File: src/rtl/booth_pkg.sv
// rtl/booth_pkg.sv - shared state encoding and defaults for the Booth multiplier
package booth_pkg;

    localparam logic [1:0] IDLE = 2'd0;
    localparam logic [1:0] RUN  = 2'd1;
    localparam logic [1:0] DONE = 2'd2;

    localparam int DEFAULT_WIDTH = 4;

endpackage

File: src/rtl/booth_step.sv
// rtl/booth_step.sv - one radix-2 Booth add/sub step followed by arithmetic shift right
module booth_step #(
    parameter int WIDTH = 4
) (
    input  logic [WIDTH:0]   a_in,
    input  logic [WIDTH:0]   m_in,
    input  logic [WIDTH-1:0] q_in,
    input  logic             q_m1_in,
    output logic [WIDTH:0]   a_out,
    output logic [WIDTH-1:0] q_out,
    output logic             q_m1_out
);

    logic             do_op;
    logic             sub;
    logic [WIDTH:0]   operand;
    logic [WIDTH:0]   sum;

    // Booth recode on {Q[0], q_m1}, add/sub as A + (M ^ sub) + sub, then ASR of {A, Q, q_m1}
    always_comb begin
        do_op    = q_in[0] ^ q_m1_in;
        sub      = q_in[0] & ~q_m1_in;
        operand  = do_op ? (m_in ^ {(WIDTH + 1){sub}}) : '0;
        sum      = a_in + operand + {{WIDTH{1'b0}}, sub};
        a_out    = {sum[WIDTH], sum[WIDTH:1]};
        q_out    = {sum[0], q_in[WIDTH-1:1]};
        q_m1_out = q_in[0];
    end

endmodule

File: src/rtl/booth_multiplier.sv
// rtl/booth_multiplier.sv - sequential signed radix-2 Booth multiplier with start/busy/done
module booth_multiplier
    import booth_pkg::*;
#(
    parameter int WIDTH = DEFAULT_WIDTH
) (
    input  logic                 clk,
    input  logic                 rst_n,
    input  logic                 start,
    input  logic [WIDTH-1:0]     multiplicand,
    input  logic [WIDTH-1:0]     multiplier,
    output logic                 busy,
    output logic                 done,
    output logic [2*WIDTH-1:0]   product
);

    localparam int CW = $clog2(WIDTH + 1);

    logic [1:0]           state_q, state_d;
    logic [CW-1:0]        cnt_q, cnt_d;
    logic [WIDTH:0]       a_q, a_d;
    logic [WIDTH:0]       m_q, m_d;
    logic [WIDTH-1:0]     q_q, q_d;
    logic                 qm1_q, qm1_d;
    logic [2*WIDTH-1:0]   product_q, product_d;

    logic [WIDTH:0]       step_a;
    logic [WIDTH-1:0]     step_q;
    logic                 step_qm1;

    booth_step #(.WIDTH(WIDTH)) u_step (
        .a_in     (a_q),
        .m_in     (m_q),
        .q_in     (q_q),
        .q_m1_in  (qm1_q),
        .a_out    (step_a),
        .q_out    (step_q),
        .q_m1_out (step_qm1)
    );

    // State register; reset returns to IDLE even mid-run
    always_ff @(posedge clk) begin
        if (!rst_n) begin
            state_q <= IDLE;
        end else begin
            state_q <= state_d;
        end
    end

    // Next-state: start only matters in IDLE, DONE lasts exactly one cycle
    always_comb begin
        state_d = state_q;
        case (state_q)
            IDLE:    if (start) state_d = RUN;
            RUN:     if (cnt_q == CW'(1)) state_d = DONE;
            DONE:    state_d = IDLE;
            default: state_d = IDLE;
        endcase
    end

    // Outputs decoded from state
    always_comb begin
        busy = (state_q != IDLE);
        done = (state_q == DONE);
    end

    // Datapath next values: load operands on accept, step while running, latch product on last step
    always_comb begin
        cnt_d     = cnt_q;
        a_d       = a_q;
        m_d       = m_q;
        q_d       = q_q;
        qm1_d     = qm1_q;
        product_d = product_q;
        if (state_q == IDLE && start) begin
            a_d   = '0;
            m_d   = {multiplicand[WIDTH-1], multiplicand};
            q_d   = multiplier;
            qm1_d = 1'b0;
            cnt_d = CW'(WIDTH);
        end else if (state_q == RUN) begin
            a_d   = step_a;
            q_d   = step_q;
            qm1_d = step_qm1;
            cnt_d = cnt_q - CW'(1);
            if (cnt_q == CW'(1)) begin
                product_d = {step_a[WIDTH-1:0], step_q};
            end
        end
    end

    // Datapath registers; reset discards any in-flight result
    always_ff @(posedge clk) begin
        if (!rst_n) begin
            cnt_q     <= '0;
            a_q       <= '0;
            m_q       <= '0;
            q_q       <= '0;
            qm1_q     <= 1'b0;
            product_q <= '0;
        end else begin
            cnt_q     <= cnt_d;
            a_q       <= a_d;
            m_q       <= m_d;
            q_q       <= q_d;
            qm1_q     <= qm1_d;
            product_q <= product_d;
        end
    end

    assign product = product_q;

endmodule

File: config.mk
export PLATFORM = sky130hd
export DESIGN_NAME = booth_multiplier
export DESIGN_NICKNAME = d
export VERILOG_FILES = /design/src/rtl/booth_pkg.sv /design/src/rtl/booth_step.sv /design/src/rtl/booth_multiplier.sv
export SDC_FILE = /design/constraint.sdc
export NUM_CORES = 1
export LEC_CHECK = 0
export CAP_MARGIN = 10
export CORE_MARGIN = 2
export CORE_UTILIZATION = 35
export CTS_CLUSTER_DIAMETER = 100
export DETAILED_ROUTE_END_ITERATION = 6
export GPL_TIMING_DRIVEN = 0
export PLACE_DENSITY = 0.59
export SKIP_CTS_REPAIR_TIMING = 1
export SLEW_MARGIN = 10
export SYNTH_ARGS = -nofsm -noshare
export SYNTH_HDL_FRONTEND = slang
export SYNTH_SLANG_ARGS = --single-unit
export TNS_END_PERCENT = 100
File: constraint.sdc
create_clock -name clk -period 2.25 [get_ports clk]
set_clock_uncertainty 0.1 [all_clocks]
set_input_delay 0.45 -clock clk [delete_from_list [all_inputs] [get_ports clk]]
set_output_delay 0.45 -clock clk [all_outputs]
set_load 0.1 [all_outputs]
### After elaboration in Yosys (flattened, before gate mapping)

Index checks and enable logic that the tools add are counted.

* flip-flop bits (word level): 26
* word-level logic and storage cells: 37
* input bits: 11
* output and inout bits: 10

* eq/ne operators: 5
* reduce and logical (&&, ||, !) cells: 7
* bitwise gates (word level): 6
* multiplexer cells: 8
* $add $sub $neg: 3

Operators with widths (number)
* $mux 4: 2
* $mux 3: 2
* $add 5x1->5: 1
* $add 5x5->5: 1
* $mux 5: 1
* $xor 5x5->5: 1
* $mux 2: 2
* $pmux 2 s2: 1
* $reduce_bool 2->1: 2
* $eq 3x1->1 const B: 1
* $not 1->1: 3
* $reduce_and 3->1: 1
* $sub 3x1->3 const B: 1
* $eq 2x1->1 const B: 1
* $eq 2x2->1 const B: 1
* $logic_not 2->1: 1
* $ne 2x1->1 const B: 1
* $ne 2x2->1 const B: 1
* $reduce_and 2->1: 1
* $reduce_or 2->1: 1
* $and 1x1->1: 1
* $logic_and 1x1->1: 1
* $xor 1x1->1: 1

### Longest topological paths before layout

Gate-level depths: netlist (run 1).

* word-level depth: 8
* mapped depth: 10
* depth with buffers taken out: 9

### By module

A second synthesis (run 1) with hierarchy kept.

* cells, all modules: 150
* area, all modules: 1402.6 um^2

By module, submodules not included
* booth_multiplier: cells an instance 111, area an instance 1102.3 um^2, instances 1
* booth_step: cells an instance 39, area an instance 300.3 um^2, instances 1

### Least setup slack after synthesis (run 1)

Ideal clock, no wire load.

* path kind: flip-flop to flip-flop
* start point: reg qm1_q
* end point: reg, netlist name a_q[3]
* setup time: 126 ps
* stages on the path, launching flop included: 11
* arrival time: 2114 ps
* required time: 2024 ps
* clock period less this slack: 2340 ps
* setup slack: -90 ps
* path buffers: 1
* cell sequence: dfxtp_1 -> inv_1 -> ha_1 -> clkbuf_1 -> xor2_1 -> nand2b_1 -> fa_1 -> fa_1 -> nand2b_1 -> a31oi_1 -> a211oi_1

* word-level cells in the longest chain between the ends: 6
* elaborated cells between the ends (all ways): 7
* those cells by class: add/sub: 2; mux: 1; bitwise: 4

Ends and longest elaborated chain
* from (decl): line booth_multiplier.sv:24 `logic qm1_q, qm1_d;`
* from (signal assigned): line booth_multiplier.sv:106 `qm1_q <= qm1_d;`
* $not 1->1: line booth_step.sv:22 `sub = q_in[0] & ~q_m1_in;`
* $and 1x1->1: line booth_step.sv:22
* $xor 5x5->5: line booth_step.sv:23 `operand = do_op ? (m_in ^ {(WIDTH + 1){sub}}) : '0;`
* $mux 5: line booth_step.sv:23
* $add 5x5->5: line booth_step.sv:24 `sum = a_in + operand + {{WIDTH{1'b0}}, sub};`
* $add 5x1->5 *: line booth_step.sv:24

Every way passes the cells marked *; elsewhere a longest branch is shown, timed or not.
A chain may end at the register's enable or synchronous reset.

### Worst setup path after layout (run 1)

* start point: reg qm1_q
* end point: reg, netlist name a_q[3]

* word-level cells in the longest chain between the ends: 6
* elaborated cells between the ends (all ways): 7
* those cells by class: add/sub: 2; mux: 1; bitwise: 4

Ends and longest elaborated chain (line)
* $not 1->1: booth_step.sv:22
* $and 1x1->1: booth_step.sv:22
* $xor 5x5->5: booth_step.sv:23
* $mux 5: booth_step.sv:23
* $add 5x5->5: booth_step.sv:24
* $add 5x1->5 *: booth_step.sv:24

Marks and branches as above.

==> reports/qor.csv, run 1 <==
metric;value;unit
ys_seq_area_frac;0.390;
ant_nets;0;
critical_path.slowest_cell;fa_2;
rrSetupSlack;-0.02;ns
detail_route.vias_per_cell;4.83;
worstMarginPinSlew;0.964;ns
min_period;2.27;ns
fin_cells;216;
power.switching;283;µW
multi_input_area;776;µm²
syn_area;1330;µm²
seq_area;523;µm²
placed_area;1600;µm²
hold_path_class;reg -> reg;
die_x;65.7;µm
synthesis.instances;143;
final_area;1760;µm²
synth_top_family_by_area;simple AND/OR/NAND/NOR gates;
worstSetupPathType;reg -> reg;
crit_fanout;4;
io_pins;21;
worst_path_most_repeated_cell;fa_2;
dp.cells;211;
synth_edf_count;0;
synthMuxAreaShare;0.0300;
drive_gt1_frac;0.173;
clk_latency;0.27;ns
cts_tree;built;
grt_pass1_wl;4680;µm
ir_worst_vdd;0.257;mV
drc;0;
cts-root-buf;clkbuf_8;
path_cells;inv_2 -> ha_4 -> xor2_1 -> nand2b_1 -> fa_2 -> fa_2 -> nand2b_4 -> a31oi_4 -> a211oi_2;
crit_path_max_incr_delay;0.38;ns
layout.nets;188;
firstDrtPassIters;4;
slew_viol_final;0;
synth_cell_types;37;
synth-compound-area-share;0.161;
leakagePower;0.839;nW
violations;setup timing;
drt_iter0_drc;43;
max_freq;440;MHz
totalWireLength;2850;µm
initial_utilization;0.364;
finalHoldViolCount;0;
worstPathRequired;2.31;ns
dieHeight;65.7;µm
start_kind;flop;
port_buffers;20;
fillerInstances;370;
grt_pass1_vias;1011;
cts_buffers;3;
status;finished with violations;
cts.sinks;26;
track_usage;0.142;
async_flop_share;0;
ys_warn_count;0;
cellInternalPower;808;µW
area_growth;32.2;%
clk_pin_slew;0.09;ns
pre_cts_ws;-0.219;ns
avgSynthCellArea;9.33;µm²
n_antenna_cell;0;
synth_xor_area_frac;0.0460;
cp.arrival;2.34;ns
fin_hold_ws;0.379;ns
core_area;3660;µm²
cts.path.max_buffers;2;
p_clk_frac;0.363;
slew_headroom;0.356;
setup_viol;1;
end_kind;flop;
die-area;4320;µm²
dp.final_hpwl;2070;µm
fin_ws;-0.0232;ns
swShare;0.259;
synthAdderAreaFrac;0.0863;
globalplace.congestion;0.806;
num_rows;22;
h-tree-depth;1;
utilization;0.482;
rsz0062_at_grt;yes;
cap_violations;0;
grt_max_degree;16;
synth-simple-area-share;0.214;
fin_crit_sh;1.01;
wl_per_cell;13.2;µm
synth_seq_cells;26;
grt_antenna_before_repair;0;
powerDensity;618;nW/µm²
synth_nets;162;
gr-total-overflow;0;
vias;1043;
power_frac_seq;0.456;
combPwrFrac;0.181;
ys.flop_type;dfxtp_1;
==> final timing paths <==
check,start,end,cells after the start
worst max register to register,qm1_q,a_q[3],9
worst min-delay path,qm1_q,qm1_q,2
worst min register to register,qm1_q,qm1_q,2
worst max-delay path,qm1_q,a_q[3],9
==> registers in the layout, indices dropped and copies added, names as in the netlist <==
name and count:
state_q 2, q_q 4, cnt_q 3, product 8, qm1_q 1, m_q 4
a_q 4
==> power groups by stage <==
stage	combinational [mW]	clock [mW]	sequential (mW)
floorplan	0.119	0	0.516
global placement	0.182	0	0.506
detailed placement	0.185	0	0.508
CTS	0.186	0.405	0.497
global route	0.219	0.423	0.501
finish	0.198	0.395	0.497
==> layout by cell type, fill, tap and decap left out, drive strengths merged, types with 6 or more instances in the layout <==
cell           count
a21boi            10
buf                8
clkdlybuf4s50     10
dfxtp             26
dlymetal6s2s      10
ha                 6
inv                8
nand2             20
nor2               7
nor2b              6
==> cells in the mapped netlist (all sizes together), types with 6 or more instances <==
cell,number,area [µm²]
inv,8,30.0
nor2,7,26.3
nand2,20,77.6
ha,6,75.1
buf,6,55.1
dfxtp,26,521
a21boi,10,75.1
nor2b,6,37.5
==> through the flow <==
stage	TNS, ns	total power, mW
6_report	-0.0232	1.09
5_1_grt	-0.205	1.14
4_1_cts	-1.94	1.09
3_5_place_dp	-0.671	0.693
3_3_place_gp	-0.629	0.688
2_1_floorplan	-0.00428	0.636
==> final cells by class <==
class | instances | share of cell area
well taps | 48 | 0.0341
clock inverters | 1 | 0.0170
flip-flops and latches | 26 | 0.297
repair buffers | 22 | 0.136
multi-input cells | 100 | 0.440
plain buffers | 8 | 0.0355
inverters | 8 | 0.0170
clock buffers | 3 | 0.0234
==> kinds of logic (layout without fill, tap and decap cells) <==
kind of cell               count (synthesis)  after routing
adders and majority gates                  8              8
xor gates and xnor gates                   7              7
muxes                                      4              4
and+or+nand+nor                           52             52
DFF                                       26             26
buffers and inverters                     17             42
AOI/OAI and AO/OA                         29             29
==> critical path: cells and delay by family, from the launching register on <==
family	cells	cell delay (ns)
AO/OA/AOI/OAI	2	0.32
XOR/XNOR	1	0.16
adder cells (fa/ha/maj)	3	0.93
buffers and inverters	1	0.04
flip-flops	1	0.35
AND/OR/NAND/NOR	2	0.27
==> metal layers <==
layer	vias up	track usage	share of wire
met5	-	0	0
met1	488	0.191	0.48
met2	17	0.227	0.48
met4	0	0.0547	0.015
li1	533	-	-
met3	5	0.0223	0.028
Power figures use the tool's default switching activity.
==> run 2: changes to the inputs <==
--- a/config.mk
+++ b/config.mk
@@ -5,15 +5,16 @@
 export SDC_FILE = /design/constraint.sdc
 export NUM_CORES = 1
 export LEC_CHECK = 0
+export ABC_CLOCK_PERIOD_IN_PS = 2250
 export CAP_MARGIN = 10
 export CORE_MARGIN = 2
 export CORE_UTILIZATION = 35
 export CTS_CLUSTER_DIAMETER = 100
 export DETAILED_ROUTE_END_ITERATION = 6
+export GPL_ROUTABILITY_DRIVEN = 0
 export GPL_TIMING_DRIVEN = 0
 export PLACE_DENSITY = 0.59
 export SKIP_CTS_REPAIR_TIMING = 1
-export SLEW_MARGIN = 10
 export SYNTH_ARGS = -nofsm -noshare
 export SYNTH_HDL_FRONTEND = slang
 export SYNTH_SLANG_ARGS = --single-unit
==> results of run 2 <==
The final DEF is identical to that of run 1; final timing and power are the same.
